### src/rtl/rv_run_pkg.sv
// rv_run_pkg: shared types and constants for the RISC-V run controller.
//   run_state_e     - controller FSM states
//   TOHOST_ADDR_DEF - default byte address of the completion mailbox
//   run_status_t    - latched end-of-run status flags
// Optional feature macro: RV_RUN_LOOP_DETECT_EN (adds the loop_halt flag).
package rv_run_pkg;

  typedef enum logic [1:0] {
    ST_IDLE,
    ST_RST_HOLD,
    ST_RUN,
    ST_DONE
  } run_state_e;

  localparam logic [31:0] TOHOST_ADDR_DEF = 32'h0000_0FFC;

  // The result payload is DATA_W-1 bits wide, so it is registered alongside
  // this struct rather than inside it.
  typedef struct packed {
    logic pass;
    logic timed_out;
`ifdef RV_RUN_LOOP_DETECT_EN
    logic loop_halt;
`endif
  } run_status_t;

endpackage

### src/rtl/rv_sat_counter.sv
// rv_sat_counter: up-counter that sticks at all-ones instead of wrapping.
//   clk_i, rst_ni - clock, asynchronous active-low reset
//   clr_i         - synchronous clear (wins over en_i)
//   en_i          - count enable
//   cnt_o         - current (registered) count
module rv_sat_counter #(
  parameter int W = 8
) (
  input  logic         clk_i,
  input  logic         rst_ni,
  input  logic         clr_i,
  input  logic         en_i,
  output logic [W-1:0] cnt_o
);

  logic [W-1:0] cnt_q;

  always_ff @(posedge clk_i or negedge rst_ni) begin
    if (!rst_ni)                  cnt_q <= '0;
    else if (clr_i)               cnt_q <= '0;
    else if (en_i && cnt_q != '1) cnt_q <= cnt_q + W'(1);
  end

  assign cnt_o = cnt_q;

endmodule

### src/rtl/rv_run_controller.sv
// rv_run_controller: sequences reset for a RISC-V core under test, counts
// run cycles, watches for the tohost completion store and enforces a timeout.
//   CLK, RST       - clock, asynchronous active-low reset
//   start          - one-cycle pulse, launches a run from IDLE or DONE
//   mem_we/addr/wdata - core data-memory write port (observed in RUN only)
//   core_rst_n     - active-low reset to the core (low except in RUN)
//   running, done  - state indicators
//   pass, timed_out, result - end-of-run status, valid while done
//   cycle_count    - RUN cycles elapsed (saturating), frozen in DONE
// Optional feature macro: RV_RUN_LOOP_DETECT_EN adds parameter LOOP_CYCLES,
// input pc and output loop_halt; a pc stuck for LOOP_CYCLES run cycles ends
// the run. Completion priority: tohost > loop > timeout.
module rv_run_controller
  import rv_run_pkg::*;
#(
  parameter int                RST_CYCLES     = 4,
  parameter int                TIMEOUT_CYCLES = 1000,
  parameter int                CNT_W          = 32,
  parameter int                ADDR_W         = 32,
  parameter int                DATA_W         = 32,
  parameter logic [ADDR_W-1:0] TOHOST_ADDR    = ADDR_W'(TOHOST_ADDR_DEF)
`ifdef RV_RUN_LOOP_DETECT_EN
  , parameter int              LOOP_CYCLES    = 8
`endif
) (
  input  logic              CLK,
  input  logic              RST,
  input  logic              start,
  input  logic              mem_we,
  input  logic [ADDR_W-1:0] mem_addr,
  input  logic [DATA_W-1:0] mem_wdata,
`ifdef RV_RUN_LOOP_DETECT_EN
  input  logic [ADDR_W-1:0] pc,
  output logic              loop_halt,
`endif
  output logic              core_rst_n,
  output logic              running,
  output logic              done,
  output logic              pass,
  output logic              timed_out,
  output logic [DATA_W-2:0] result,
  output logic [CNT_W-1:0]  cycle_count
);

  localparam int HOLD_W = (RST_CYCLES < 2) ? 1 : $clog2(RST_CYCLES);
  localparam logic [CNT_W:0] TMO_LIM = (CNT_W+1)'(TIMEOUT_CYCLES);

  run_state_e        state_q;
  run_status_t       stat_q;
  logic [DATA_W-2:0] result_q;
  logic              core_rst_n_q, running_q, done_q;

  logic              launch, in_run, in_hold, hold_last;
  logic              tohost_hit, timeout_hit;
  logic [HOLD_W-1:0] hold_cnt;
  logic [CNT_W-1:0]  cyc_cnt;

  assign launch  = start && (state_q == ST_IDLE || state_q == ST_DONE);
  assign in_run  = (state_q == ST_RUN);
  assign in_hold = (state_q == ST_RST_HOLD);

  rv_sat_counter #(.W(HOLD_W)) u_hold_cnt (
    .clk_i(CLK), .rst_ni(RST), .clr_i(launch), .en_i(in_hold), .cnt_o(hold_cnt)
  );

  // Enabled on the completing RUN cycle too, so the frozen count includes it.
  rv_sat_counter #(.W(CNT_W)) u_cyc_cnt (
    .clk_i(CLK), .rst_ni(RST), .clr_i(launch), .en_i(in_run), .cnt_o(cyc_cnt)
  );

  assign hold_last  = (hold_cnt == HOLD_W'(RST_CYCLES - 1));
  assign tohost_hit = in_run && mem_we && (mem_addr == TOHOST_ADDR) && mem_wdata[0];
  // Look at the count this cycle will produce so DONE shows exactly the limit.
  assign timeout_hit = in_run && (({1'b0, cyc_cnt} + (CNT_W+1)'(1)) >= TMO_LIM);

`ifdef RV_RUN_LOOP_DETECT_EN
  localparam int LOOP_W = $clog2(LOOP_CYCLES + 1);

  logic [ADDR_W-1:0] pc_prev_q;
  logic              pc_vld_q, pc_same, loop_hit;
  logic [LOOP_W-1:0] loop_cnt;

  // pc_vld_q is low on the first RUN cycle, so a stale pc from a previous
  // run cannot extend the streak.
  always_ff @(posedge CLK or negedge RST) begin
    if (!RST) begin
      pc_prev_q <= '0;
      pc_vld_q  <= 1'b0;
    end else begin
      pc_prev_q <= pc;
      pc_vld_q  <= in_run;
    end
  end

  assign pc_same = pc_vld_q && (pc == pc_prev_q);

  // loop_cnt holds (streak length - 2) while the pc keeps repeating.
  rv_sat_counter #(.W(LOOP_W)) u_loop_cnt (
    .clk_i(CLK), .rst_ni(RST), .clr_i(!(in_run && pc_same)), .en_i(1'b1), .cnt_o(loop_cnt)
  );

  assign loop_hit = in_run &&
    ((pc_same ? 32'(loop_cnt) + 32'd2 : 32'd1) >= 32'(LOOP_CYCLES));
  assign loop_halt = stat_q.loop_halt;
`endif

  always_ff @(posedge CLK or negedge RST) begin
    if (!RST) begin
      state_q      <= ST_IDLE;
      stat_q       <= '0;
      result_q     <= '0;
      core_rst_n_q <= 1'b0;
      running_q    <= 1'b0;
      done_q       <= 1'b0;
    end else begin
      unique case (state_q)
        ST_IDLE, ST_DONE: begin
          if (start) begin
            state_q  <= ST_RST_HOLD;
            stat_q   <= '0;
            result_q <= '0;
            done_q   <= 1'b0;
          end
        end
        ST_RST_HOLD: begin
          if (hold_last) begin
            state_q      <= ST_RUN;
            core_rst_n_q <= 1'b1;
            running_q    <= 1'b1;
          end
        end
        ST_RUN: begin
          if (tohost_hit) begin
            state_q      <= ST_DONE;
            core_rst_n_q <= 1'b0;
            running_q    <= 1'b0;
            done_q       <= 1'b1;
            stat_q.pass  <= (mem_wdata == DATA_W'(1));
            result_q     <= mem_wdata[DATA_W-1:1];
          end
`ifdef RV_RUN_LOOP_DETECT_EN
          else if (loop_hit) begin
            state_q          <= ST_DONE;
            core_rst_n_q     <= 1'b0;
            running_q        <= 1'b0;
            done_q           <= 1'b1;
            stat_q.loop_halt <= 1'b1;
          end
`endif
          else if (timeout_hit) begin
            state_q          <= ST_DONE;
            core_rst_n_q     <= 1'b0;
            running_q        <= 1'b0;
            done_q           <= 1'b1;
            stat_q.timed_out <= 1'b1;
          end
        end
      endcase
    end
  end

  assign core_rst_n  = core_rst_n_q;
  assign running     = running_q;
  assign done        = done_q;
  assign pass        = stat_q.pass;
  assign timed_out   = stat_q.timed_out;
  assign result      = result_q;
  assign cycle_count = cyc_cnt;

endmodule
### config.mk
export PLATFORM = sky130hd
export DESIGN_NAME = rv_run_controller
export DESIGN_NICKNAME = d
export VERILOG_FILES = /design/src/rtl/rv_run_pkg.sv /design/src/rtl/rv_sat_counter.sv /design/src/rtl/rv_run_controller.sv
export SDC_FILE = /design/constraint.sdc
export NUM_CORES = 1
export LEC_CHECK = 0
export ABC_AREA = 1
export CAP_MARGIN = 30
export CORE_ASPECT_RATIO = 1.4
export CORE_UTILIZATION = 35
export DETAILED_ROUTE_END_ITERATION = 10
export PLACE_DENSITY_LB_ADDON = 0.3
export SETUP_SLACK_MARGIN = 0.2
export SLEW_MARGIN = 0
export SYNTH_ARGS = -nofsm -noshare
export SYNTH_HDL_FRONTEND = slang
export SYNTH_HIERARCHICAL = 1
export SYNTH_SLANG_ARGS = --single-unit
### constraint.sdc
create_clock -name CLK -period 6.3 [get_ports CLK]
set_input_delay 1.26 -clock CLK [delete_from_list [all_inputs] [get_ports CLK]]
set_output_delay 1.26 -clock CLK [all_outputs]
set_load 0.01 [all_outputs]
Word-level counts from Yosys, hierarchy flattened --
Index checks and enable logic that the tools add are counted.
Operators by class: order comparisons 1, equality and inequality tests 14, reductions and logical operators 19, add/sub/neg operators 3, multiplexer cells 24
Operator list (count):
- 2-to-1 mux 32 bit | 2
- 2-to-1 mux 31 bit | 2
- case mux 31 bit (2 select lines) | 1
- adder 32 x 1 -> 33 bit (second input constant) | 1
- greater-or-equal comparator 33 x 10 -> 1 bit (second input constant) | 1
- adder 32 x 1 -> 32 bit (second input constant) | 1
- equality test 32 x 1 -> 1 bit (second input constant) | 1
- equality test 32 x 12 -> 1 bit (second input constant) | 1
- inequality test 32 bit (second input constant) | 1
- 2-to-1 mux 2 bit | 7
- AND reduction 3 bit | 4
- 2-to-1 mux 1 bit | 8
- inequality test 2 bit (second input constant) | 4
- nonzero test 2 bit | 4
- logical AND 1 bit | 7
- equality test 2 bit (second input constant) | 3
- case mux 2 bit (3 select lines) | 1
- inequality test 2 x 1 -> 1 bit (second input constant) | 2
- case mux 1 bit (2 select lines) | 2
- case mux 2 bit (2 select lines) | 1
- AND reduction 4 bit | 1
- inequality test 3 x 1 -> 1 bit (second input constant) | 1
- adder 2 x 1 -> 2 bit (second input constant) | 1
- equality test 2 x 1 -> 1 bit (second input constant) | 1
- 3 further kinds | 3
Storage, ports and cells: register bits after elaboration 71, output and inout bits 68

Logic depth before layout (Yosys ltp) --
Gate-level depths: netlist (run 1).
depth in word-level cells 6, mapped depth 15, mapped depth without buffers 15

Cells and area by module --
Netlist (run 1), hierarchy kept.
By module, submodules not included:
- rv_run_controller | cells each 460, area each 2859.0 um^2, instances 1
- rv_sat_counter at u_cyc_cnt | cells each 345, area each 2243.4 um^2, instances 1
- rv_sat_counter at u_hold_cnt | cells each 13, area each 106.4 um^2, instances 1

Worst setup path after synthesis (run 1) --
OpenSTA, ideal clock, no wires.
path kind input to register, start point input port mem_addr[23], end point register result_q[0], in the netlist result[0], arrival 2535 ps, stages on the path 9, path slack 3700 ps, library setup time 66 ps, cells stage by stage or2_1 nor4_1 nand2_1 nor3_1 nor2_1 nor2_2 buf_4 nand3_1 nand2_1
Between the ends: word-level cells in the longest chain between the ends 5
Ends and longest elaborated chain:
- start: declaration | RTL line rv_run_controller.sv:30 | input logic [ADDR_W-1:0] mem_addr,
- equality test 32 x 12 -> 1 bit | RTL line rv_run_controller.sv:72 | assign tohost_hit = in_run && mem_we && (mem_addr == TOHOST_ADDR) && mem_wdata[0];
- logical AND 1 bit (2 in series) | RTL line rv_run_controller.sv:72
- inequality test 2 x 1 -> 1 bit (no line)
- AND reduction 3 bit (no line)
- end signal: assignment | RTL line rv_run_controller.sv:139 | result_q <= mem_wdata[DATA_W-1:1];
- end: declaration | RTL line rv_run_controller.sv:50 | logic [DATA_W-2:0] result_q;
No other way between the ends. A chain may end at the register's enable or synchronous reset.

Worst setup path in the final report (run 1) --
start point input port start, end point register u_cyc_cnt.cnt_q[28], in the netlist u_cyc_cnt/cnt_o[28]
Between the ends: word-level cells in the longest chain between the ends 2, elaborated cells between the ends (all ways) 3, those cells by class 1 x mux; 2 x reduce/logical
Ends and longest elaborated chain:
- start: declaration | RTL line rv_run_controller.sv:28 | input logic start,
- logical AND 1 bit (*) | RTL line rv_run_controller.sv:58 | assign launch = start && (state_q == ST_IDLE || state_q == ST_DONE);
- named net launch | RTL line rv_run_controller.sv:53 | logic launch, in_run, in_hold, hold_last;
- 2-to-1 mux 32 bit or nonzero test 2 bit (tied branches)
- end signal: assignment | RTL line rv_sat_counter.sv:21 | else if (en_i && cnt_q != '1) cnt_q <= cnt_q + W'(1);
- end: declaration | RTL line rv_sat_counter.sv:16 | logic [W-1:0] cnt_q;
The timed path passes the listed nets; every way through them passes the cells marked *.

==> results.md, run 1 <==
* Status: completed
* Cell area after placement at 6700 sq um
* Fraction of the mapped netlist area in simple logic gates at 49.2%
* Setup Crit Path Kind: input port to flop
* Cell row count at 52
* Critical Path End Type: flop
* Final worst-path cycle share at 52.4%
* Layout net count at 1019
* Placed Cells incl. Taps at 1124
* Clock tree from TritonCTS: yes
* Hold-fix buffers, CTS at 0
* Largest family of logic cells by synthesized area: simple AND/OR/NAND/NOR gates
* Die outline height at 146 um
* H-tree lvl count at 3
* Area growth, synth to finish at 34.0%
* Routed vias/inst at 5.00
* Synth Area per Inst at 6.37 sq um
* Final WL at 15700 um
* Transition time at the pin with the least slew margin at 0.931 ns
* Gr ovfl total at 0
* Count of flip-flops with a built-in enable after synthesis at 0
* Top-area cell type share of the netlist area at 34.1%
* Adder-cell share of the synthesized area at 1.20%
* Total inserted antenna cells at 0
* Floorplan Core Area at 14500 sq um
* Proportion of synthesized chip area in sequential cells at 34.1%
* Post-synthesis register bit count at 71
* Ports placed on the boundary at 136
* Gate count after technology mapping at 818
* Number of buffers inserted during clock tree synthesis at 9
* Routed length per instance at 13.8 um
* RSZ-0062 raised after global routing: false
* Routability congestion estimate at 0.864
* Number of sinks handled by clock tree synthesis at 71
* Buffer cell driving the clock tree root: sky130_fd_sc_hd__clkbuf_16
* Multiplexer share of the synthesized area at 0%
* Antenna viol nets, final at 0
* Filler-free cell count of the finished design at 1140
* Wire length of the first global-routing pass at 25800 um
* Antenna violations before repair at 0
* Yosys warning total at 6
* Port Buffer Count at 135
* Vias after detailed routing at 5701
* Reg2Reg Setup Slack at 3.55 ns
* Finished Core Util at 48.1%
* Final slew viol count at 0
* Chip width at 105 um
* Timing-limited maximum frequency at 0.303 GHz
* Compound-gate portion of the synthesized area at 5.62%
* Pre-Repair DR Iteration Count at 5
* Cell types occupying the most area after synthesis: sky130_fd_sc_hd__dfrtp_1, sky130_fd_sc_hd__nand2_1, sky130_fd_sc_hd__nand3_1
* Starting utilization of the core area at 35.9%
* Slowest cell on the critical path: sky130_fd_sc_hd__inv_1
* Minimum hold slack at 0.506 ns
* Final instance area at 6980 sq um
* Later-pin clock latency in the skew report at 0.33 ns
* Top cell type by total area after synthesis: sky130_fd_sc_hd__dfrtp_1
* Required time worst endpoint at 6.57 ns
* Endpoints failing hold at 0
* Post-synthesis net count at 891
* Worst IR Drop VDD at 0.254 mV
* Vias in the first global route at 5410
* Synth unique cells at 34
* Crit path arrival time at 3.57 ns
* Total Neg Setup Slack at 0 ns
* Resized Gates After CTS at 0
* Number of setup violations in the final report at 0
* Commonest cells post-synth: sky130_fd_sc_hd__nand2_1, sky130_fd_sc_hd__nor2_1, sky130_fd_sc_hd__nand3_1
* Remaining design rule violation count at 0
* Total standard cell area after synthesis at 5210 sq um
* Placed wire-length estimate after detailed placement at 11600 um
* Pin count of the biggest net entering global routing at 72
* Worst hold-check path type: flop to flop
* Most common cell in the synthesized netlist: sky130_fd_sc_hd__nand2_1
* All-layer global routing usage at 21.1%
* Static leakage power at 3.12 nW
* Power per cell area at 335 nW/um^2
* Delay of the slowest critical-path stage at 0.71 ns
* Fraction of final layout cells sized beyond drive strength 1 at 5.78%
* Clock edge transition at the registers on the reported setup and hold paths at 0.06 ns
* Worst slew margin relative to its limit at 37.9%
* Async set-or-reset flop fraction in the synthesized netlist at 100%
* Post-CTS setup buffer count at 0
* Synthesized-area fraction occupied by xor and xnor cells at 2.02%
* Worst path most repeated cell: sky130_fd_sc_hd__nand2_1
* Number of DRC markers in iteration 0 at 337
* Overall die area at 15400 sq um
* Final Critical Period at 3.30 ns
* Maximum clock insertion buffer count at 2
* Kind of launch point of the worst setup path: input port
* Largest clock skew in the final design at 0.00839 ns
* Max Fanout on Critical Path at 24
* Max_cap viols at 0
* Dominant synthesized flop cell: sky130_fd_sc_hd__dfrtp_1
* Cell breakdown of the critical path: clkdlybuf4s50_1 -> nand2_1 -> inv_1 -> inv_1 -> nand2_4 -> inv_2 -> nand2_1 -> nand2_1
## worst paths after layout
kind	start	end	depth (start not counted)
max in group asynchronous	RST	result[7]	1
min in group asynchronous	RST	state_q[0]	1
min	state_q[1]	state_q[1]	2
min reg2reg	state_q[1]	state_q[1]	2
max	start	u_cyc_cnt/cnt_o[28]	8
max reg2reg	state_q[0]	u_cyc_cnt/cnt_o[28]	9
## state kept, by name (all words and copies together), names as in the netlist
register and count:
u_cyc_cnt/cnt_o 32, result 31, state_q 2, u_hold_cnt/cnt_o 2, done 1, pass 1, running 1, timed_out 1
## cells by family (layout without fill, tap and decap cells)
group	Yosys count	after routing
xor+xnor	12	12
flops	71	71
simple gates	575	575
fa+ha+maj	5	5
compound gates	58	58
buf+inv	97	230
## layout make-up
class                      instances  area [sq um]
fill                            1486          7530
multi-input combinational        650          3020
sequential                        71          1780
timing repair buffer             139          1380
inverter                          75           282
clock buffer                      10           239
tap                              189           236
clock inverter                     6          45.0
## layout by cell type, fill, tap and decap left out, drive strengths merged, types with 11 or more instances in the layout
cell,instances
clkdlybuf4s50,134
dfrtp,71
inv,76
nand2,306
nand3,91
nand4,18
nor2,124
nor3,11
o21ai,49
## routing by layer
| layer | vias to the layer above | wire, um | track usage, % |
|---|---|---|---|
| met3 | 22 | 857 | 3.57 |
| met2 | 199 | 8220 | 38.7 |
| li1 | 2881 | - | - |
| met1 | 2599 | 6310 | 24.1 |
| met4 | 0 | 348 | 8.10 |
| met5 | - | 0 | 0 |
## through the flow
step,setup WS (ns),total power [mW]
global placement,2.69,1.86
CTS,3.00,2.37
floorplan,3.70,1.40
finish,3.00,2.34
global route,2.75,2.51
detailed placement,2.66,1.87
## report_power, final
group          total (mW)  leakage (nW)  switching (mW)  internal (mW)
combinational        1.11          2.01           0.655          0.456
sequential          0.744         0.964           0.140          0.604
clock               0.484         0.143           0.205          0.279
total                2.34          3.12            1.00           1.34
## critical path, delay by kind of cell
family	cells	cell delay, ns
buf+inv	4	1.75
simple gates	4	0.55
(Power assumes the default switching activity.)
==> run 2: changes to the inputs <==
- clock period: 6.3 -> 2.86 ns (I/O delays scaled with it)
==> results.md, run 2 (synthesized netlist as in run 1, its figures left out) <==
* Status: completed
* Wire length of the first global-routing pass at 25800 um (about the same)
* Crit path arrival time at 2.61 ns (-0.96 ns)
* Maximum clock insertion buffer count at 2 (unchanged)
* Layout net count at 1029 (+0.98%)
* Kind of launch point of the worst setup path: flop
* Gr ovfl total at 0 (unchanged)
* Number of buffers inserted during clock tree synthesis at 9 (unchanged)
* Largest clock skew in the final design at 0.00750 ns (-0.000891 ns)
* Routed vias/inst at 4.96 (-0.73%)
* RSZ-0062 raised after global routing: false
* Transition time at the pin with the least slew margin at 0.505 ns (-0.426 ns)
* Pre-Repair DR Iteration Count at 7 (+2)
* Port Buffer Count at 135 (unchanged)
* Max_cap viols at 0 (unchanged)
* Setup Crit Path Kind: flop to flop
* Total Neg Setup Slack at 0 ns (unchanged)
* Minimum hold slack at 0.0307 ns (-0.476 ns)
* Worst hold-check path type: input port to asynchronous set/reset pin
* Final WL at 15900 um (+0.81%)
* Critical Path End Type: flop
* Number of setup violations in the final report at 0 (unchanged)
* Static leakage power at 3.19 nW (+2.2%)
* Power per cell area at 751 nW/um^2 (+120%)
* Max FFs per register at 32 (unchanged)
* Placed wire-length estimate after detailed placement at 11900 um (+2.5%)
* Vias after detailed routing at 5709 (+0.14%)
* Total inserted antenna cells at 0 (unchanged)
* H-tree lvl count at 3 (unchanged)
* Clock edge transition at the registers on the reported setup and hold paths at 0.06 ns (about the same)
* Routed length per instance at 13.8 um (about the same)
* Ports placed on the boundary at 136 (unchanged)
* Fraction of final layout cells sized beyond drive strength 1 at 6.87% (+1.1 points)
* Timing-limited maximum frequency at 0.428 GHz
* Starting utilization of the core area at 35.9% (unchanged)
* Area growth, synth to finish at 36.6%
* Endpoints failing hold at 0 (unchanged)
* Post-CTS setup buffer count at 0 (unchanged)
* Most frequent cells in the layout: sky130_fd_sc_hd__nand2_1, sky130_fd_sc_hd__clkdlybuf4s50_1, sky130_fd_sc_hd__nor2_1
* Final Critical Period at 2.34 ns
* Vias in the first global route at 5398 (-0.22%)
* Buffer cell driving the clock tree root: sky130_fd_sc_hd__clkbuf_16
* Final slew viol count at 0 (unchanged)
* Cell row count at 52 (unchanged)
* Worst IR Drop VDD at 0.551 mV (+120%)
* Pin count of the biggest net entering global routing at 72 (unchanged)
* Later-pin clock latency in the skew report at 0.34 ns (about the same)
* Chip width at 105 um (unchanged)
* Number of sinks handled by clock tree synthesis at 71 (unchanged)
* Clock tree from TritonCTS: yes
* Overall die area at 15400 sq um (unchanged)
* Most common cell after layout, fill and taps aside: sky130_fd_sc_hd__nand2_1
* Max Fanout on Critical Path at 9 (-63%)
* Antenna violations before repair at 0 (unchanged)
* Floorplan Core Area at 14500 sq um (unchanged)
* Final worst-path cycle share at 81.7%
* All-layer global routing usage at 21.0% (about the same)
* Required time worst endpoint at 3.13 ns (-3.44 ns)
* Count of filler cells inserted in the layout at 1497 (+0.74%)
* Antenna viol nets, final at 0 (unchanged)
* Die outline height at 146 um (unchanged)
* Worst slew margin relative to its limit at 66.2% (+28 points)
* Remaining design rule violation count at 0 (unchanged)
* Number of DRC markers in iteration 0 at 307 (-8.9%)
* Routability congestion estimate at 0.873 (+1.0%)
## run 2: cell types whose count changed in the layout (fill, tap and decap cells not counted)
cell / delta
sky130_fd_sc_hd__clkinvlp_4: +2
sky130_fd_sc_hd__inv_6: +1
sky130_fd_sc_hd__nor2_1: -1
sky130_fd_sc_hd__clkinv_4: -3
sky130_fd_sc_hd__clkinv_2: -1
sky130_fd_sc_hd__buf_12: +1
sky130_fd_sc_hd__bufinv_16: +1
sky130_fd_sc_hd__nor2_2: +1
sky130_fd_sc_hd__buf_16: +1
sky130_fd_sc_hd__buf_4: +8
## run 2: final cells by class
type	count	area [sq um]	area share (%)
Multi-Input combinational cell	650	3030	42.5
Sequential cell	71	1780	25.0
Timing Repair Buffer	149	1490	20.9
Inverter	75	282	3.96
Clock buffer	10	239	3.36
Tap cell	189	236	3.32
Clock inverter	6	67.6	0.950
## run 2: per-stage QoR
step           instances  instance area [sq um]  power (mW)  util, %  setup slack (ns)
2_1_floorplan        818                   5210        3.09        -             0.893
3_3_place_gp        1133                   6780        4.20     46.7             0.355
3_5_place_dp        1133                   6780        4.22     46.7             0.264
4_1_cts             1149                   7080        5.40     48.8             0.382
5_1_grt             1150                   7110        5.73     49.0             0.304
6_report            1150                   7110        5.34     49.0             0.524
## run 2: power by group
| part | switching (mW) | internal (mW) |
|---|---|---|
| Combinational | 1.48 | 1.08 |
| Clock | 0.445 | 0.703 |
| Sequential | 0.305 | 1.33 |
## run 2: final timing paths
path / startpoint / endpoint / slack (ns) / cells past startpoint
min in group CLK: result[28] / result[28] / 0.51 / 2
max in group asynchronous: RST / result[12] / 2.31 / 2
max reg2reg: u_cyc_cnt/cnt_o[2] / state_q[1] / 0.52 / 14
min reg2reg: result[28] / result[28] / 0.51 / 2
min: RST / running / 0.03 / 1
max: u_cyc_cnt/cnt_o[2] / state_q[1] / 0.52 / 14
## run 2: per-layer routing
layer / vias up / global-route usage, % / part of all wire (%)
met3: 36 / 3.97 / 6.2
li1: 2910 / - / -
met5: - / 0 / 0
met4: 0 / 9.93 / 3.9
met2: 214 / 37.1 / 50
met1: 2549 / 24.4 / 40
## run 2: what timing repair did
item                       4_1_cts  5_1_grt
gates resized for setup          0        1
setup endpoints to repair        0        3
hold buffers                     0        0
## run 2: critical path, cell delays in order, from the launching register on
cell and delay (ns):
sky130_fd_sc_hd__dfrtp_1 0.53, sky130_fd_sc_hd__nand3_1 0.14, sky130_fd_sc_hd__nor2_1 0.25, sky130_fd_sc_hd__nand3_1 0.21
sky130_fd_sc_hd__nor2_1 0.17, sky130_fd_sc_hd__nand2_1 0.07, sky130_fd_sc_hd__nand2_1 0.07, sky130_fd_sc_hd__nand2_1 0.05
sky130_fd_sc_hd__nor2_1 0.08, sky130_fd_sc_hd__nand2_1 0.09, sky130_fd_sc_hd__nor2_2 0.24, sky130_fd_sc_hd__nand3_2 0.14
sky130_fd_sc_hd__nand3_1 0.12, sky130_fd_sc_hd__nand2_1 0.06, sky130_fd_sc_hd__nand2_1 0.05
==> run 3: changes to the inputs <==
- clock period: 2.86 -> 2 ns (I/O delays scaled with it)
==> results.md, run 3 (synthesized netlist as in run 1, its figures left out) <==
* Max Fanout on Critical Path at 7 (-2)
* Largest clock skew in the final design at 0.00640 ns (-0.00109 ns)
* Worst hold-check path type: flop to flop
* H-tree lvl count at 3 (unchanged)
* Maximum clock insertion buffer count at 2 (unchanged)
* Timing-limited maximum frequency at 0.494 GHz (+15%)
* Clock tree from TritonCTS: yes
* Count of filler cells inserted in the layout at 1238 (-17%)
* Routed length per instance at 14.8 um (+7.1%)
* Chip width at 105 um (unchanged)
* Pre-Repair DR Iteration Count at 7 (unchanged)
* Routed vias/inst at 5.09 (+2.4%)
* Minimum hold slack at 0.509 ns (+0.478 ns)
* Final Critical Period at 2.03 ns (-0.311 ns)
* Number of buffers inserted during clock tree synthesis at 9 (unchanged)
* Fraction of final layout cells sized beyond drive strength 1 at 30.9% (+24 points)
* Number of sinks handled by clock tree synthesis at 71 (unchanged)
* PnR worst setup slack at -0.0255 ns (-0.549 ns)
* Placed wire-length estimate after detailed placement at 12600 um (+6.5%)
* Status: complete, but fails checks
* Setup Crit Path Kind: flop to flop
* Placed Cells incl. Taps at 1207 (+6.5%)
* Layout net count at 1147 (+11%)
* Filler-free cell count of the finished design at 1268 (+10%)
* Required time worst endpoint at 2.22 ns (-0.91 ns)
* Overall power at 9.72 mW (+82%)
* Violated checks: negative setup slack
* Gr ovfl total at 0 (unchanged)
* Power per cell area at 1090 nW/um^2 (+46%)
* Endpoints failing hold at 0 (unchanged)
* Cell area after placement at 7390 sq um (+9.1%)
* Final worst-path cycle share at 101% (+20 points)
* Finished Core Util at 61.2% (+12 points)
* Remaining design rule violation count at 0 (unchanged)
* Vias after detailed routing at 6449 (+13%)
* Worst slew margin relative to its limit at 73.1% (+6.8 points)
* Pin count of the biggest net entering global routing at 45 (-38%)
* Port Buffer Count at 135 (unchanged)
* Worst IR Drop VDD at 0.970 mV (+76%)
* Final slew viol count at 0 (unchanged)
* Max FFs per register at 32 (unchanged)
* Number of DRC markers in iteration 0 at 513 (+67%)
* Routability congestion estimate at 0.916 (+4.9%)
* Crit path arrival time at 2.25 ns (-0.36 ns)
* Most frequent cells in the layout: sky130_fd_sc_hd__nand2_1, sky130_fd_sc_hd__buf_4, sky130_fd_sc_hd__nor2_1
* Antenna violations before repair at 0 (unchanged)
* Number of setup violations in the final report at 1 (+1)
* Total Neg Setup Slack at -0.0255 ns (-0.0255 ns)
* Area growth, synth to finish at 70.5%
* Final WL at 18700 um (+18%)
* Floorplan Core Area at 14500 sq um (unchanged)
* Total inserted antenna cells at 0 (unchanged)
* Static leakage power at 4.45 nW (+40%)
* Later-pin clock latency in the skew report at 0.34 ns (about the same)
* Transition time at the pin with the least slew margin at 0.400 ns (-0.105 ns)
* RSZ-0062 raised after global routing: true
* Die outline height at 146 um (unchanged)
* Starting utilization of the core area at 35.9% (unchanged)
* Max_cap viols at 0 (unchanged)
* Antenna viol nets, final at 0 (unchanged)
* Wire length of the first global-routing pass at 27900 um (+8.0%)
* Overall die area at 15400 sq um (unchanged)
* Worst slack at placement at -0.267 ns (-0.530 ns)
* Clock edge transition at the registers on the reported setup and hold paths at 0.06 ns (about the same)
* All-layer global routing usage at 22.8% (+1.8 points)
* Ports placed on the boundary at 136 (unchanged)
* Cell row count at 52 (unchanged)
* Final instance area at 8880 sq um (+25%)
* Buffer cell driving the clock tree root: sky130_fd_sc_hd__clkbuf_16
* Vias in the first global route at 5864 (+8.6%)
* Most common cell after layout, fill and taps aside: sky130_fd_sc_hd__nand2_1
* Critical Path End Type: flop
* Kind of launch point of the worst setup path: flop
[run 3: changes by cell type in the layout (fill, tap and decap cells not counted), moves of 26 or more]
cell / previous run / this run
sky130_fd_sc_hd__nand2_2: 6 / 56
sky130_fd_sc_hd__nand3_2: 1 / 27
sky130_fd_sc_hd__clkdlybuf4s50_1: 134 / 80
sky130_fd_sc_hd__nand3_1: 90 / 62
sky130_fd_sc_hd__nand2_1: 295 / 237
sky130_fd_sc_hd__buf_4: 13 / 106
[run 3: worst paths after layout]
check	start	cells after the start	slack, ns	end
setup reg to reg	u_cyc_cnt/cnt_o[3]	14	-0.03	state_q[0]
min in group asynchronous	RST	2	0.53	u_cyc_cnt/cnt_o[0]
hold reg to reg	pass	2	0.51	pass
max in group asynchronous	RST	3	0.92	u_cyc_cnt/cnt_o[16]
hold / removal	pass	2	0.51	pass
setup / recovery	u_cyc_cnt/cnt_o[3]	14	-0.03	state_q[0]
[run 3: layout make-up]
class | count | area [sq um] | area share [%]
inverter | 75 | 289 | 3.25
multi-input combinational | 650 | 3640 | 41.0
sequential | 71 | 1800 | 20.2
tap | 189 | 236 | 2.66
timing repair buffer | 267 | 2590 | 29.2
clock inverter | 7 | 103 | 1.16
clock buffer | 9 | 225 | 2.54
[run 3: metal layers]
layer	vias to the layer above	GRT usage [%]	part of all wire, %
met4	0	9.79	4.2
met1	2952	25.8	37
met5	-	0	0
met2	297	41.6	51
li1	3142	-	-
met3	58	4.15	7.1
[run 3: worst max-delay path, stage by stage (launching register included)]
cell,delay [ns]
sky130_fd_sc_hd__dfrtp_2,0.39
sky130_fd_sc_hd__buf_4,0.12
sky130_fd_sc_hd__nand2_2,0.07
sky130_fd_sc_hd__nor2_4,0.15
sky130_fd_sc_hd__nand2_4,0.07
sky130_fd_sc_hd__nor2_4,0.19
sky130_fd_sc_hd__nand2_1,0.07
sky130_fd_sc_hd__nand2_1,0.06
sky130_fd_sc_hd__nand2_1,0.06
sky130_fd_sc_hd__nor2_2,0.11
sky130_fd_sc_hd__nand3_2,0.12
sky130_fd_sc_hd__nor2_4,0.20
sky130_fd_sc_hd__nand3_4,0.12
sky130_fd_sc_hd__nand4_1,0.10
sky130_fd_sc_hd__nand2_1,0.07
[run 3: repair_timing]
| item | 4_1_cts | 5_1_grt |
|---|---|---|
| pin swaps | 41 | 75 |
| buffers inserted | 23 | 14 |
| hold buffers | 1 | 0 |
| endpoints found under the setup margin | 86 | 77 |
| resized for setup | 92 | 166 |
| cloned | 2 | 5 |
| endpoints found under the hold margin | 15 | 0 |
[run 3: power breakdown]
part | internal (mW) | switching [mW] | total, mW | leakage (nW)
combinational | 2.69 | 3.00 | 5.69 | 3.36
clock | 1.11 | 0.652 | 1.76 | 0.157
sequential | 1.92 | 0.358 | 2.28 | 0.937
==> patch 1, RTL diff (settings of run 2) <==
Add an input register stage for `start`, `mem_we`, `mem_addr` and `mem_wdata`; this delays them by one clock. Comments in the files are not updated.
--- a/src/rtl/rv_run_controller.sv
+++ b/src/rtl/rv_run_controller.sv
@@ -47,2 +47,14 @@
 
+  logic start_q;
+  logic mem_we_q;
+  logic [ADDR_W-1:0] mem_addr_q;
+  logic [DATA_W-1:0] mem_wdata_q;
+
+  always_ff @(posedge CLK) begin
+    start_q     <= start;
+    mem_we_q    <= mem_we;
+    mem_addr_q  <= mem_addr;
+    mem_wdata_q <= mem_wdata;
+  end
+
   run_state_e        state_q;
@@ -57,3 +69,3 @@
 
-  assign launch  = start && (state_q == ST_IDLE || state_q == ST_DONE);
+  assign launch  = start_q && (state_q == ST_IDLE || state_q == ST_DONE);
   assign in_run  = (state_q == ST_RUN);
@@ -71,3 +83,3 @@
   assign hold_last  = (hold_cnt == HOLD_W'(RST_CYCLES - 1));
-  assign tohost_hit = in_run && mem_we && (mem_addr == TOHOST_ADDR) && mem_wdata[0];
+  assign tohost_hit = in_run && mem_we_q && (mem_addr_q == TOHOST_ADDR) && mem_wdata_q[0];
   // Look at the count this cycle will produce so DONE shows exactly the limit.
@@ -117,3 +129,3 @@
         ST_IDLE, ST_DONE: begin
-          if (start) begin
+          if (start_q) begin
             state_q  <= ST_RST_HOLD;
@@ -137,4 +149,4 @@
             done_q       <= 1'b1;
-            stat_q.pass  <= (mem_wdata == DATA_W'(1));
-            result_q     <= mem_wdata[DATA_W-1:1];
+            stat_q.pass  <= (mem_wdata_q == DATA_W'(1));
+            result_q     <= mem_wdata_q[DATA_W-1:1];
           end
Function: changed (a bounded check fails within 10 cycles, from zero or initial values and one cycle with RST low).
==> patch 1 against run 2 <==
- worst setup slack improved by 0.080 ns
- clock power rose by 86%
- design area rose by 23%
- total power up 27%
- routed wire length is 13% higher
- area after synthesis up 26%
- sequential cell count up 66
- first-iteration DRC count decreased by 6.8%
- largest cell class is now flip-flops and latches
==> patch 1: results (changes against run 2) <==
yosys_warnings: 6  # unchanged
cts_root_buf: "clkbuf_16"  # unchanged
ir_worst_vdd_uv: 604  # was 551 uV
ys.flop_type: "dfrtp_1"  # unchanged
clock_latency_ns: 0.41  # was 0.34 ns
cts_made_buffers: 17  # was 9
post_cts_buffers: 0  # unchanged
synthAdderAreaFrac_pct: 0.954  # was 1.20%
use_met3_pct: 5.42  # was 3.97%
intPower_mw: 4.32  # was 3.12 mW
use_met2_pct: 35.2  # was 37.1%
reg2reg_setup_slack_ns: 0.60  # was 0.52 ns
synth_common_cells: "nand2_1, nor2_1, nand3_1"  # unchanged
gp_congestion: 0.927  # was 0.873
ys_types: 36  # was 34
r2r_end: "state_q[0]"  # was state_q[1]
drive_gt1_share_pct: 9.20  # was 6.87%
ys_seq_area_share_pct: 47.3  # was 34.1%
synth_nets: 950  # was 891
synthCells: 877  # was 818
route.vias.total: 6144  # was 5709
io_buffers: 135  # unchanged
crit_path_start: "u_cyc_cnt/cnt_o[2]"  # unchanged
synthMuxAreaShare_pct: 0  # unchanged
crit_fanout: 9  # unchanged
fin_skew_ns: 0.00798  # was 0.00750 ns
pre_cts_slack_ns: 0.587  # was 0.264 ns
status: "complete, no violations"  # unchanged
power_density_nw_per_um2: 776  # was 751 nW/um2
p_leak_nw: 3.82  # was 3.19 nW
place_area_um2: 8160  # was 6780 um2
dp_hpwl_um: 13400  # was 11900 um
combPwrFrac_pct: 32.4  # was 47.9%
grt_pass1_wl_um: 29600  # was 25800 um
async_flop_share_pct: 51.8  # was 100%
final_nets: 1093  # was 1029
cts.htree.levels: 4  # was 3
post-place-cells: 1241  # was 1133
use_met1_pct: 20.4  # was 24.4%
dr.pass1.iters: 5  # was 7
synth_compound_area_share_pct: 4.83  # was 5.62%
worstMarginPinSlew_ns: 0.618  # was 0.505 ns
grt_start_max_net_pins: 41  # was 72
holdWs_ns: 0.133  # was 0.0307 ns
drt_iter0_drc: 286  # was 307
nFillCells: 1797  # was 1497
synth_area_leaders: "dfrtp_1, dfxtp_1, nand2_1"  # was dfrtp_1, nand2_1, nand3_1
reg2reg_depth: 14  # unchanged
vias_per_cell: 4.83  # was 4.96
worstPathArrival_ns: 2.61  # about the same
n_antenna_cell: 0  # unchanged
hp-class: "in -> async"  # unchanged
gr-usage-all-layers_pct: 19.4  # was 21.0%
cts_resized: 0  # unchanged
wire_per_inst_um: 14.0  # was 13.8 um
antenna_found_initial: 0  # unchanged
clockBufferDepth: 2  # unchanged
p_seq_mw: 2.46  # was 1.64 mW
synth_xor_area_share_pct: 1.34  # was 2.02%
clk_pin_slew_ns: 0.07
-- patch 1: changes by cell type after synthesis, moves of 2 or more --
cell and delta:
nand3_1 -3, nor3_1 -5, nor2_2 +6, nor2_1 -11, dfxtp_1 +66, nand2_2 +6
xor2_1 -2, o21bai_1 +2, inv_1 -3, nand2_1 -4, nand4_1 +3, nor2_4 +4
nand3b_1 +2
-- patch 1: worst max-delay path by stage --
stage,slack [ns],cells after the start,endpoint
floorplan,0.95,9,result[10]
global placement,0.57,13,state_q[1]
detailed placement,0.59,13,state_q[1]
CTS,0.57,14,running
global route,0.31,14,state_q[0]
finish,0.60,14,state_q[0]
-- patch 1: metal layers --
| metal | share of wire (%) | vias to the layer above |
|---|---|---|
| li1 | - | 3100 |
| met1 | 38 | 2811 |
| met2 | 52 | 196 |
| met3 | 7.1 | 37 |
| met4 | 3.4 | 0 |
| met5 | 0 | - |
-- patch 1: layout make-up --
cell class	instances	area, um2	area share [%]
Inverter	73	274	3.13
Multi-Input combinational cell	645	3060	34.9
Clock buffer	17	425	4.85
Clock inverter	15	176	2.01
Sequential cell	137	3100	35.4
Timing Repair Buffer	146	1430	16.3
Tap cell	240	300	3.43
-- patch 1: cell families (layout without fill, tap and decap cells) --
kind of cell             count (synthesis)  count (layout)
flip-flops                             137             137
AND/OR/NAND/NOR                        569             569
AO/OA/AOI/OAI                           61              61
adder cells (fa/ha/maj)                  5               5
buffers and inverters                   95             251
XOR/XNOR                                10              10
-- patch 1: worst max-delay path: stages, from the launching register on --
cell	delay, ns
dfrtp_1	0.51
nand2_1	0.14
nor2_4	0.21
nand2_2	0.15
o21ai_0	0.18
nand2_1	0.08
nor2_1	0.10
nand2_1	0.11
nor2_1	0.10
nand2_1	0.06
nor2_2	0.17
nand3_2	0.14
nand3_1	0.12
nand2_1	0.06
nand2_1	0.05
==> patch 2, RTL diff (flow settings as in run 2) <==
Without the edit above. The option `RV_RUN_LOOP_DETECT_EN` is turned on by a define.
--- a/src/rtl/rv_run_pkg.sv
+++ b/src/rtl/rv_run_pkg.sv
@@ -5,2 +5,4 @@
 // Optional feature macro: RV_RUN_LOOP_DETECT_EN (adds the loop_halt flag).
+`define RV_RUN_LOOP_DETECT_EN
+
 package rv_run_pkg;
Ports: changed (added loop_halt and pc); port bits go from 136 to 169. The function was not compared with the original's and may differ.
==> patch 2 against run 2 <==
- via count is 26% higher
- design area rose by 31%
- count of clock-buffer cells in the layout unchanged
- core utilization down 1.9 points
- worst setup slack gained 0.021 ns
- sequential cell count rose by 38
- die area increased by 35%
- synthesized cell count rose by 29%
- area after synthesis up 36%
- routed wire length is 30% higher
- total power rose by 16%
- critical endpoint is now u_cyc_cnt/cnt_o[14]
==> patch 2: results (changes against run 2) <==
status: "complete, no violations"  # unchanged
ys_types: 37  # was 34
combPwrFrac_pct: 42.8  # was 47.9%
crit_end: "u_cyc_cnt/cnt_o[14]"  # was state_q[1]
maxSlewViolCount: 0  # unchanged
avgSynthCellArea_um2: 6.71  # was 6.37 um2
dr.pass1.iters: 6  # was 7
io_buffers: 168  # was 135
gr-usage-all-layers_pct: 20.3  # was 21.0%
async_flop_share_pct: 100  # unchanged
crit_fanout: 21  # was 9
synth_xor_area_share_pct: 2.97  # was 2.02%
nFillCells: 2046  # was 1497
route.vias.total: 7221  # was 5709
final_nets: 1328  # was 1029
ys_seq_area_share_pct: 38.6  # was 34.1%
worstPathArrival_ns: 2.61  # about the same
grt_pass1_wl_um: 33400  # was 25800 um
synth_common_cells: "nand2_1, nor2_1, dfrtp_1, inv_1, nand3_1"  # was nand2_1, nor2_1, nand3_1
clock_latency_ns: 0.36  # was 0.34 ns
synthAdderAreaFrac_pct: 1.24  # was 1.20%
clk_pin_slew_ns: 0.08  # was 0.06 ns
p_leak_nw: 4.21  # was 3.19 nW
grt_pass1_vias: 7071  # was 5398
fin_skew_ns: 0.0107  # was 0.00750 ns
drt_iter0_drc: 327  # was 307
reg2reg_setup_slack_ns: 0.55  # was 0.52 ns
synth_nets: 1160  # was 891
seqPwrFrac_pct: 35.7  # was 30.6%
wire_per_inst_um: 14.0  # was 13.8 um
ir_worst_vdd_uv: 412  # was 551 uV
dp_hpwl_um: 15900  # was 11900 um
slew_headroom_pct: 60.6  # was 66.2%
synthMuxAreaShare_pct: 0  # unchanged
drive_gt1_share_pct: 6.61  # was 6.87%
hp-class: "in -> async"  # unchanged
cts_resized: 0  # unchanged
reg2reg_depth: 11  # was 14
synth_compound_area_share_pct: 4.97  # was 5.62%
intPower_mw: 3.72  # was 3.12 mW
gp_congestion: 0.884  # was 0.873
r2r_start: "u_cyc_cnt/cnt_o[1]"  # was u_cyc_cnt/cnt_o[2]
yosys_warnings: 6  # unchanged
grt_start_max_net_pins: 65  # was 72
cts.htree.levels: 3  # unchanged
vias_per_cell: 4.89  # was 4.96
post-place-cells: 1462  # was 1133
antenna_found_initial: 0  # unchanged
power_density_nw_per_um2: 665  # was 751 nW/um2
synth_area_leaders: "dfrtp_1, nand2_1, nor2_1"  # was dfrtp_1, nand2_1, nand3_1
cts_root_buf: "clkbuf_16"  # unchanged
==> patch 2: cell types whose count changed in the layout (fill, tap and decap cells not counted), moves of 5 or more <==
cell,before,now
nand2_1,295,395
dfrtp_1,71,109
inv_1,72,109
clkdlybuf4s50_1,134,167
nor2_1,107,133
nand3_1,90,66
nand4_1,18,30
o21ai_1,10,19
o21ai_0,39,31
or2_2,2,10
nor2_2,9,15
xnor2_1,4,10
xor2_1,8,14
buf_4,13,8
==> patch 2: area by class of cell <==
cell class / instances / area share, %
Clock inverter: 6 / 0.830
Multi-Input combinational cell: 810 / 40.8
Timing Repair Buffer: 176 / 18.7
Inverter: 115 / 4.62
Clock buffer: 10 / 2.45
Sequential cell: 109 / 29.2
Tap cell: 252 / 3.37
==> patch 2: per-stage QoR <==
stage                     util, %  setup slack, ns  cell area [um2]  hold WS (ns)
after CTS                    47.1            0.526             9340         0.140
after floorplan                 -            0.798             7070         0.276
after global routing         47.1            0.303             9340         0.147
final                        47.1            0.545             9340         0.129
after detailed placement     45.5            0.327             9040         0.475
after global placement       45.5            0.370             9040         0.467
==> patch 2: critical path, stage by stage, from the launching register on <==
cell and delay [ns]:
dfrtp_1 0.51, ha_1 0.26, nand2_2 0.08, nor2_4 0.19
nand2_4 0.12, nor2_8 0.17, nand2_4 0.08, nand2_8 0.10
nand2_4 0.17, inv_2 0.37, nand2_1 0.11, nand2_1 0.08
==> patch 2: logic make-up after synthesis <==
group	after synthesis
compound gates	67
flops	109
other cells	1
xor+xnor	24
fa+ha+maj	7
buf+inv	134
simple gates	711
==> patch 2: layer usage <==
metal / vias to the layer above / share of wire, % / track usage, %
met5: - / 0 / 0
met4: 0 / 3.6 / 9.92
met3: 47 / 4.4 / 1.91
met2: 190 / 54 / 38.9
met1: 3332 / 38 / 21.8
li1: 3652 / - / -
